**src/rtl/seq_gen_pkg.sv**
```systemverilog
// Shared types and reference patterns for the serial pattern transmitter.
package seq_gen_pkg;

    typedef enum logic [1:0] {
        ST_IDLE,
        ST_SHIFT,
        ST_GAP,
        ST_DONE
    } state_t;

    localparam logic [4:0] PAT_A = 5'b10110;
    localparam logic [4:0] PAT_B = 5'b10010;

endpackage

```
**src/rtl/seq_piso.sv**
```systemverilog
// Parallel-in serial-out shift register; msb is the registered serial bit.
module seq_piso #(
    parameter int W = 5
) (
    input  logic         clk,
    input  logic         reset,
    input  logic         clr,
    input  logic         load,
    input  logic         shift,
    input  logic [W-1:0] din,
    output logic         msb
);

    logic [W-1:0] sr_q;
    logic [W-1:0] sr_d;

    always_comb begin
        sr_d = sr_q;
        if (clr)        sr_d = '0;
        else if (load)  sr_d = din;
        else if (shift) sr_d = sr_q << 1;
    end

    always_ff @(posedge clk) begin
        if (reset) sr_q <= '0;
        else       sr_q <= sr_d;
    end

    assign msb = sr_q[W-1];

endmodule

```
**src/rtl/seq_pattern_tx.sv**
```systemverilog
// Repeats a latched pattern MSB-first with optional idle gaps and flags
// in-pattern detector hits on the LSB cycle.
module seq_pattern_tx
    import seq_gen_pkg::*;
#(
    parameter int PAT_W = 5,
    parameter int CNT_W = 4,
    parameter int GAP_W = 3
) (
    input  logic             clk,
    input  logic             reset,
    input  logic             req_valid,
    output logic             req_ready,
    input  logic [PAT_W-1:0] req_pattern,
    input  logic [CNT_W-1:0] req_repeat,
    input  logic [GAP_W-1:0] req_gap,
    output logic             ser_out,
    output logic             ser_valid,
    output logic             match_exp,
    output logic             done
);

    localparam int BIT_W = (PAT_W > 1) ? $clog2(PAT_W) : 1;
    localparam logic [BIT_W-1:0] LAST = BIT_W'(PAT_W - 1);

    state_t             state_q, state_d;
    logic [BIT_W-1:0]   bit_q, bit_d;
    logic [CNT_W-1:0]   rep_q, rep_d;
    logic [GAP_W-1:0]   gap_cnt_q, gap_cnt_d;
    logic [GAP_W-1:0]   gap_q, gap_d;
    logic [PAT_W-1:0]   pat_q, pat_d;
    logic               ser_valid_q, match_q, done_q, ready_q;
    logic               sr_clr, sr_load, sr_shift;
    logic [PAT_W-1:0]   sr_din;
    logic               hit_d;

    generate
        if (PAT_W == 5) begin : g_hit
            assign hit_d = (pat_d == PAT_A) || (pat_d == PAT_B);
        end else begin : g_nohit
            assign hit_d = 1'b0;
        end
    endgenerate

    // The first load comes straight from the request; reloads use the latched copy.
    assign sr_din = (state_q == ST_IDLE) ? req_pattern : pat_q;

    always_comb begin
        state_d   = state_q;
        bit_d     = bit_q;
        rep_d     = rep_q;
        gap_cnt_d = gap_cnt_q;
        gap_d     = gap_q;
        pat_d     = pat_q;
        sr_clr    = 1'b0;
        sr_load   = 1'b0;
        sr_shift  = 1'b0;
        case (state_q)
            ST_IDLE: begin
                if (req_valid && ready_q) begin
                    pat_d   = req_pattern;
                    rep_d   = req_repeat;
                    gap_d   = req_gap;
                    bit_d   = '0;
                    sr_load = 1'b1;
                    state_d = ST_SHIFT;
                end
            end
            ST_SHIFT: begin
                if (bit_q == LAST) begin
                    if (rep_q == '0) begin
                        sr_clr  = 1'b1;
                        state_d = ST_DONE;
                    end else begin
                        rep_d = rep_q - CNT_W'(1);
                        if (gap_q == '0) begin
                            bit_d   = '0;
                            sr_load = 1'b1;
                        end else begin
                            gap_cnt_d = gap_q;
                            sr_clr    = 1'b1;
                            state_d   = ST_GAP;
                        end
                    end
                end else begin
                    bit_d    = bit_q + BIT_W'(1);
                    sr_shift = 1'b1;
                end
            end
            ST_GAP: begin
                if (gap_cnt_q == GAP_W'(1)) begin
                    bit_d   = '0;
                    sr_load = 1'b1;
                    state_d = ST_SHIFT;
                end else begin
                    gap_cnt_d = gap_cnt_q - GAP_W'(1);
                end
            end
            default: state_d = ST_IDLE;
        endcase
    end

    always_ff @(posedge clk) begin
        if (reset) begin
            state_q     <= ST_IDLE;
            bit_q       <= '0;
            rep_q       <= '0;
            gap_cnt_q   <= '0;
            gap_q       <= '0;
            pat_q       <= '0;
            ser_valid_q <= 1'b0;
            match_q     <= 1'b0;
            done_q      <= 1'b0;
            ready_q     <= 1'b1;
        end else begin
            state_q     <= state_d;
            bit_q       <= bit_d;
            rep_q       <= rep_d;
            gap_cnt_q   <= gap_cnt_d;
            gap_q       <= gap_d;
            pat_q       <= pat_d;
            ser_valid_q <= (state_d == ST_SHIFT);
            match_q     <= (state_d == ST_SHIFT) && (bit_d == LAST) && hit_d;
            done_q      <= (state_d == ST_DONE);
            ready_q     <= (state_d == ST_IDLE);
        end
    end

    seq_piso #(.W(PAT_W)) u_piso (
        .clk   (clk),
        .reset (reset),
        .clr   (sr_clr),
        .load  (sr_load),
        .shift (sr_shift),
        .din   (sr_din),
        .msb   (ser_out)
    );

    assign ser_valid = ser_valid_q;
    assign match_exp = match_q;
    assign done      = done_q;
    assign req_ready = ready_q;

endmodule

```
**config.mk**
```make
export PLATFORM = sky130hd
export DESIGN_NAME = seq_pattern_tx
export DESIGN_NICKNAME = d
export VERILOG_FILES = /design/src/rtl/seq_gen_pkg.sv /design/src/rtl/seq_piso.sv /design/src/rtl/seq_pattern_tx.sv
export SDC_FILE = /design/constraint.sdc
export NUM_CORES = 1
export LEC_CHECK = 0
export BUFFER_PORTS_ARGS = -buffer_cell sky130_fd_sc_hd__buf_2
export CORE_MARGIN = 4
export CORE_UTILIZATION = 54
export CTS_BUF_LIST = sky130_fd_sc_hd__clkbuf_8 sky130_fd_sc_hd__clkbuf_16
export CTS_CLUSTER_DIAMETER = 120
export DETAILED_ROUTE_END_ITERATION = 8
export PLACE_DENSITY = 0.82
export SLEW_MARGIN = 20
export SYNTH_ARGS = -nofsm -noshare
export SYNTH_HDL_FRONTEND = slang
export SYNTH_HIERARCHICAL = 1
export SYNTH_SLANG_ARGS = --single-unit
```
**constraint.sdc**
```tcl
create_clock -name clk -period 5.85 [get_ports clk]
set_clock_uncertainty 0.15 [all_clocks]
set_input_delay 1.17 -clock clk [delete_from_list [all_inputs] [get_ports clk]]
set_output_delay 1.17 -clock clk [all_outputs]
set_load 0.05 [all_outputs]
```
After elaboration in Yosys (flattened, before gate mapping)
Index checks and enable logic that the tools add are counted.
{"block": "op_classes", "n_addsub": 3, "eq_ne": 14, "muxes": 38, "reduce_logical": 15}
{"operator": "$mux 3", "n": 9}
{"operator": "$mux 5", "n": 5}
{"operator": "$mux 4", "n": 3}
{"operator": "$mux 1", "n": 11}
{"operator": "$eq 5x5->1 const B", "n": 2}
{"operator": "$mux 2", "n": 5}
{"operator": "$pmux 3 s3", "n": 1}
{"operator": "$ne 2x2->1 const B", "n": 4}
{"operator": "$pmux 4 s2", "n": 1}
{"operator": "$eq 3x3->1 const B", "n": 2}
{"operator": "$pmux 2 s3", "n": 1}
{"operator": "$pmux 3 s2", "n": 1}
{"operator": "$reduce_bool 2->1", "n": 3}
{"operator": "$reduce_and 5->1", "n": 1}
{"operator": "$eq 2x1->1 const B", "n": 2}
{"operator": "$eq 2x2->1 const B", "n": 2}
{"operator": "$logic_not 2->1", "n": 2}
{"operator": "$logic_not 4->1", "n": 1}
{"operator": "$reduce_and 4->1", "n": 1}
{"operator": "$sub 4x1->4 const B", "n": 1}
{"operator": "$add 3x1->3 const B", "n": 1}
{"operator": "$eq 3x1->1 const B", "n": 1}
{"operator": "$logic_and 1x1->1", "n": 3}
{"operator": "$logic_not 3->1", "n": 1}
{"operator": "6 further kinds", "n": 6}
{"block": "word_totals", "register_bits": 29, "in_bits": 15, "word_cells": 81}

Longest topological paths before layout
{"block": "logic_depth", "depth_word": 8, "ltp_mapped": 8, "mapped_depth_nobuf": 7}

Hierarchy
The synthesis kept the hierarchy.
{"module": "seq_pattern_tx", "n_inst": 1, "cells_per_inst": 156, "area_each_um2": 1332.5, "seq_area_each_um2": 480.5}
{"module": "seq_piso", "n_inst": 1, "cells_per_inst": 22, "area_each_um2": 250.2, "seq_area_each_um2": 100.1}

Least setup slack after synthesis
No wires, ideal clock.
{"block": "synth_path", "path_type": "in2reg", "from": "in req_valid", "to": "reg u_piso.sr_q[0]", "setup_ps": 70, "t_arrival_ps": 2259, "t_required_ps": 5630, "slack_ps": 3371, "path_stages": 6, "cell_sequence": "and4bb_2 > nor2_1 > o21ai_0 > buf_6 > or3b_1 > a21boi_1"}
{"block": "synth_between", "elab_chain_cells": 4, "word_cells_on_any_way": 5, "cone_classes": "mux: 3; reduce/logical: 2"}
{"element": "start: declaration", "line_no": "seq_pattern_tx.sv:12", "source": "input logic req_valid,"}
{"element": "$logic_and 1x1->1 *", "line_no": "seq_pattern_tx.sv:60", "source": "if (req_valid && ready_q) begin"}
{"element": "$mux 1 *", "line_no": "seq_pattern_tx.sv:60"}
{"element": "$pmux 1 s3 *", "line_no": "seq_pattern_tx.sv:58", "source": "case (state_q)"}
{"element": "net sr_load", "line_no": "seq_pattern_tx.sv:33", "source": "logic sr_clr, sr_load, sr_shift;"}
{"element": "$mux 5 / $reduce_bool 2->1 (equally long branches)"}
{"element": "end signal: assignment", "line_no": "seq_piso.sv:26", "source": "else sr_q <= sr_d;"}
{"element": "end: declaration", "line_no": "seq_piso.sv:14", "source": "logic [W-1:0] sr_q;"}
Mark *: on every way through the listed nets, which the timed path passes. The rest lies on a longest branch.
A chain may end at the register's enable or synchronous reset.

Final worst setup path
Ends and elaborated chain as after synthesis.

==> out/results.tsv <==
stage	metric	value	unit
floorplan	die_w	62.1	um
logic_synthesis	synth_cell_type_count	47	
detailed_routing	wl_per_cell	14.0	um
hold_path	min_path_type	reg -> reg	
finish	multiInputGateArea	922	um^2
logic_synthesis	synth_edf_count	0	
floorplan	io_pins	20	
finish	area_growth	10.5	%
timing	fmax	372	MHz
logic_synthesis	async_flop_share	0	
critical_path	start_kind	primary input	
floorplan	coreArea	2780	um^2
clock_network	ctsResizeCount	0	
global_routing	track_usage	0.172	
global_routing	grt_pass1_wl	5440	um
detailed_routing	firstDrtPassIters	4	
floorplan	initial_core_util	0.569	
global_routing	grt_max_degree	22	
critical_path	r2r_end	u_piso/sr_q[1]	
logic_synthesis	synth-seq-cells	29	
pwr	power	518	uW
clock_network	tritoncts	yes	
logic_synthesis	synth_nets	198	
critical_path	worstPathRequired	5.91	ns
critical_path	crit_type	in -> reg	
timing	relSlewSlack	0.444	
logic_synthesis	ys.flop_type	dfxtp_1	
pwr	leakage	0.759	nW
floorplan	std_cell_rows	19	
pwr	ir_drop	272	uV
timing	rsz0062_at_grt	false	
global_routing	grt_overflow	0	
placement	place.gp.congestion	0.830	
detailed_routing	viasPerCell	5.82	
clock_network	cts_buffers	5	
logic_synthesis	yosysWarningCount	6	
clock_network	cts_hold_buffers	0	
clock_network	clk_latency	0.29	ns
critical_path	crit_arrival	2.75	ns
outcome	status	completed	
finish	most-common-layout-cells	dfxtp_1, nand2_1, buf_2, nor2_1, a21oi_1	
logic_synthesis	yosysSeqAreaShare	0.367	
critical_path	endpoint_kind	register	
logic_synthesis	synth_top_area_frac	0.367	
placement	dp_hpwl	2340	um
flow_run	drv_cap	0	
detailed_routing	drtIter0Drc	59	
finish	antenna_cells	0	
floorplan	fp.dieArea	3860	um^2
placement	place_ws	2.88	ns
timing	finalCritPeriodShare	0.460	
timing	tns	0	ns
logic_synthesis	synth_top_area_cell	dfxtp_1	
finish	fillCellCount	254	
clock_network	cts.sinks	29	
critical_path	critPathCapture	u_piso/sr_q[0]	
clock_network	clkTransAtPathRegs	0.06	ns
detailed_routing	ant_nets	0	
detailed_routing	drc_errors	0	
timing	finalCriticalPeriod	2.69	ns
finish	final_common_cell	dfxtp_1	
clock_network	clockRootBuffer	clkbuf_8	
clock_network	postCtsSetupRepairBufs	0	
global_routing	grt_pass1_vias	1268	
detailed_routing	routed_wl	3190	um
critical_path	r2r-start	rep_q[0]	
finish	regArea	581	um^2
timing	finalHoldViolations	0	
timing	setup_ws	3.16	ns
detailed_routing	num_vias	1326	
clock_network	cts_max_level	2	
placement	port_buffers	19	
critical_path	rrSetupSlack	3.55	ns
logic_synthesis	synthCells	178	
logic_synthesis	synthesis.area	1580	um^2
clock_network	cts_buffer_depth	2	
timing	drv_slew	0	
timing	setup-violations-final	0	
critical_path	setup.worst_path.start	req_valid	
critical_path	reg2reg_depth	7	
floorplan	fp.dieH	62.1	um
finish	fin_util	0.629	
timing	tightest_slew	0.825	ns
logic_synthesis	yosys-top-cells-area	dfxtp_1, nand2_1, mux2_2, a21oi_1, ha_1	
finish	fin_nets	217	
finish	drive_gt1_frac	0.234	
critical_path	cp_max_fo	11	
logic_synthesis	syn_area_per_cell	8.89	um^2
global_routing	antenna_found_initial	0	
pwr	p_per_area	296	nW/um^2
## report_power, final
group          switching [mW]  total [mW]  internal (mW)
sequential             0.0152       0.230          0.214
clock                  0.0720       0.163         0.0913
combinational          0.0709       0.125         0.0537
## stage by stage
| stage | instances | area [um^2] | hold slack, ns |
|---|---|---|---|
| after floorplan | 178 | 1580 | 0.284 |
| after global placement | 221 | 1660 | 0.296 |
| after detailed placement | 221 | 1660 | 0.310 |
| after CTS | 228 | 1750 | 0.318 |
| after global routing | 228 | 1750 | 0.349 |
| final | 228 | 1750 | 0.312 |
## worst max-delay path, cell delays in order
cell	delay [ns]
buf_2	0.14
and4bb_2	0.32
nor2_1	0.19
o21ai_0	0.33
or3b_1	0.47
a21boi_1	0.14
## metal layers
layer,track usage,vias up,wire length (um)
met5,0,-,0
met4,0.0705,0,42
met3,0.0667,5,164
met2,0.282,37,1510
met1,0.198,623,1470
li1,-,661,-
## state kept, by name (all words and copies together), names as in the netlist, 2 cells and up
signal and flops:
gap_q 3, rep_q 4, u_piso/sr_q 5, gap_cnt_q 3
state_q 2, pat_q 5, bit_q 3
## how the worst min path moves through the flow
stage | cells past startpoint | start | slack, ns | to
finish | 2 | pat_q[2] | 0.31 | pat_q[2]
global route | 2 | pat_q[2] | 0.35 | pat_q[2]
CTS | 2 | pat_q[2] | 0.32 | pat_q[2]
detailed placement | 2 | pat_q[2] | 0.31 | pat_q[2]
global placement | 2 | pat_q[2] | 0.30 | pat_q[2]
floorplan | 2 | pat_q[2] | 0.28 | pat_q[2]
## cells in the mapped netlist, types with 2 or more instances
cell,number
inv_1,7
or3b_1,2
nor2_1,15
clkbuf_1,2
or2b_1,4
o21ai_1,2
nand3_1,2
nor2b_1,4
and4bb_2,2
nand2_1,28
buf_6,3
nand2b_1,2
a21oi_1,15
o211a_1,4
nor3_1,2
dfxtp_1,29
mux2i_1,3
ha_1,5
o21ai_0,10
a22oi_1,2
mux2_2,9
## area by class of cell
type	instances	share of cell area
flip-flops and latches	29	0.332
clock inverters	1	0.00215
repair buffers	19	0.0544
clock buffers	6	0.0472
well taps	31	0.0222
multi-input cells	135	0.527
inverters	7	0.0150
## kinds of logic after synthesis
family	share of synthesized area
AO/OA/AOI/OAI	0.187
AND/OR/NAND/NOR	0.273
buffers and inverters	0.0506
flip-flops	0.367
multiplexers	0.0830
adder cells (fa/ha/maj)	0.0395
Note: power is estimated with default switching activity, not from simulation.
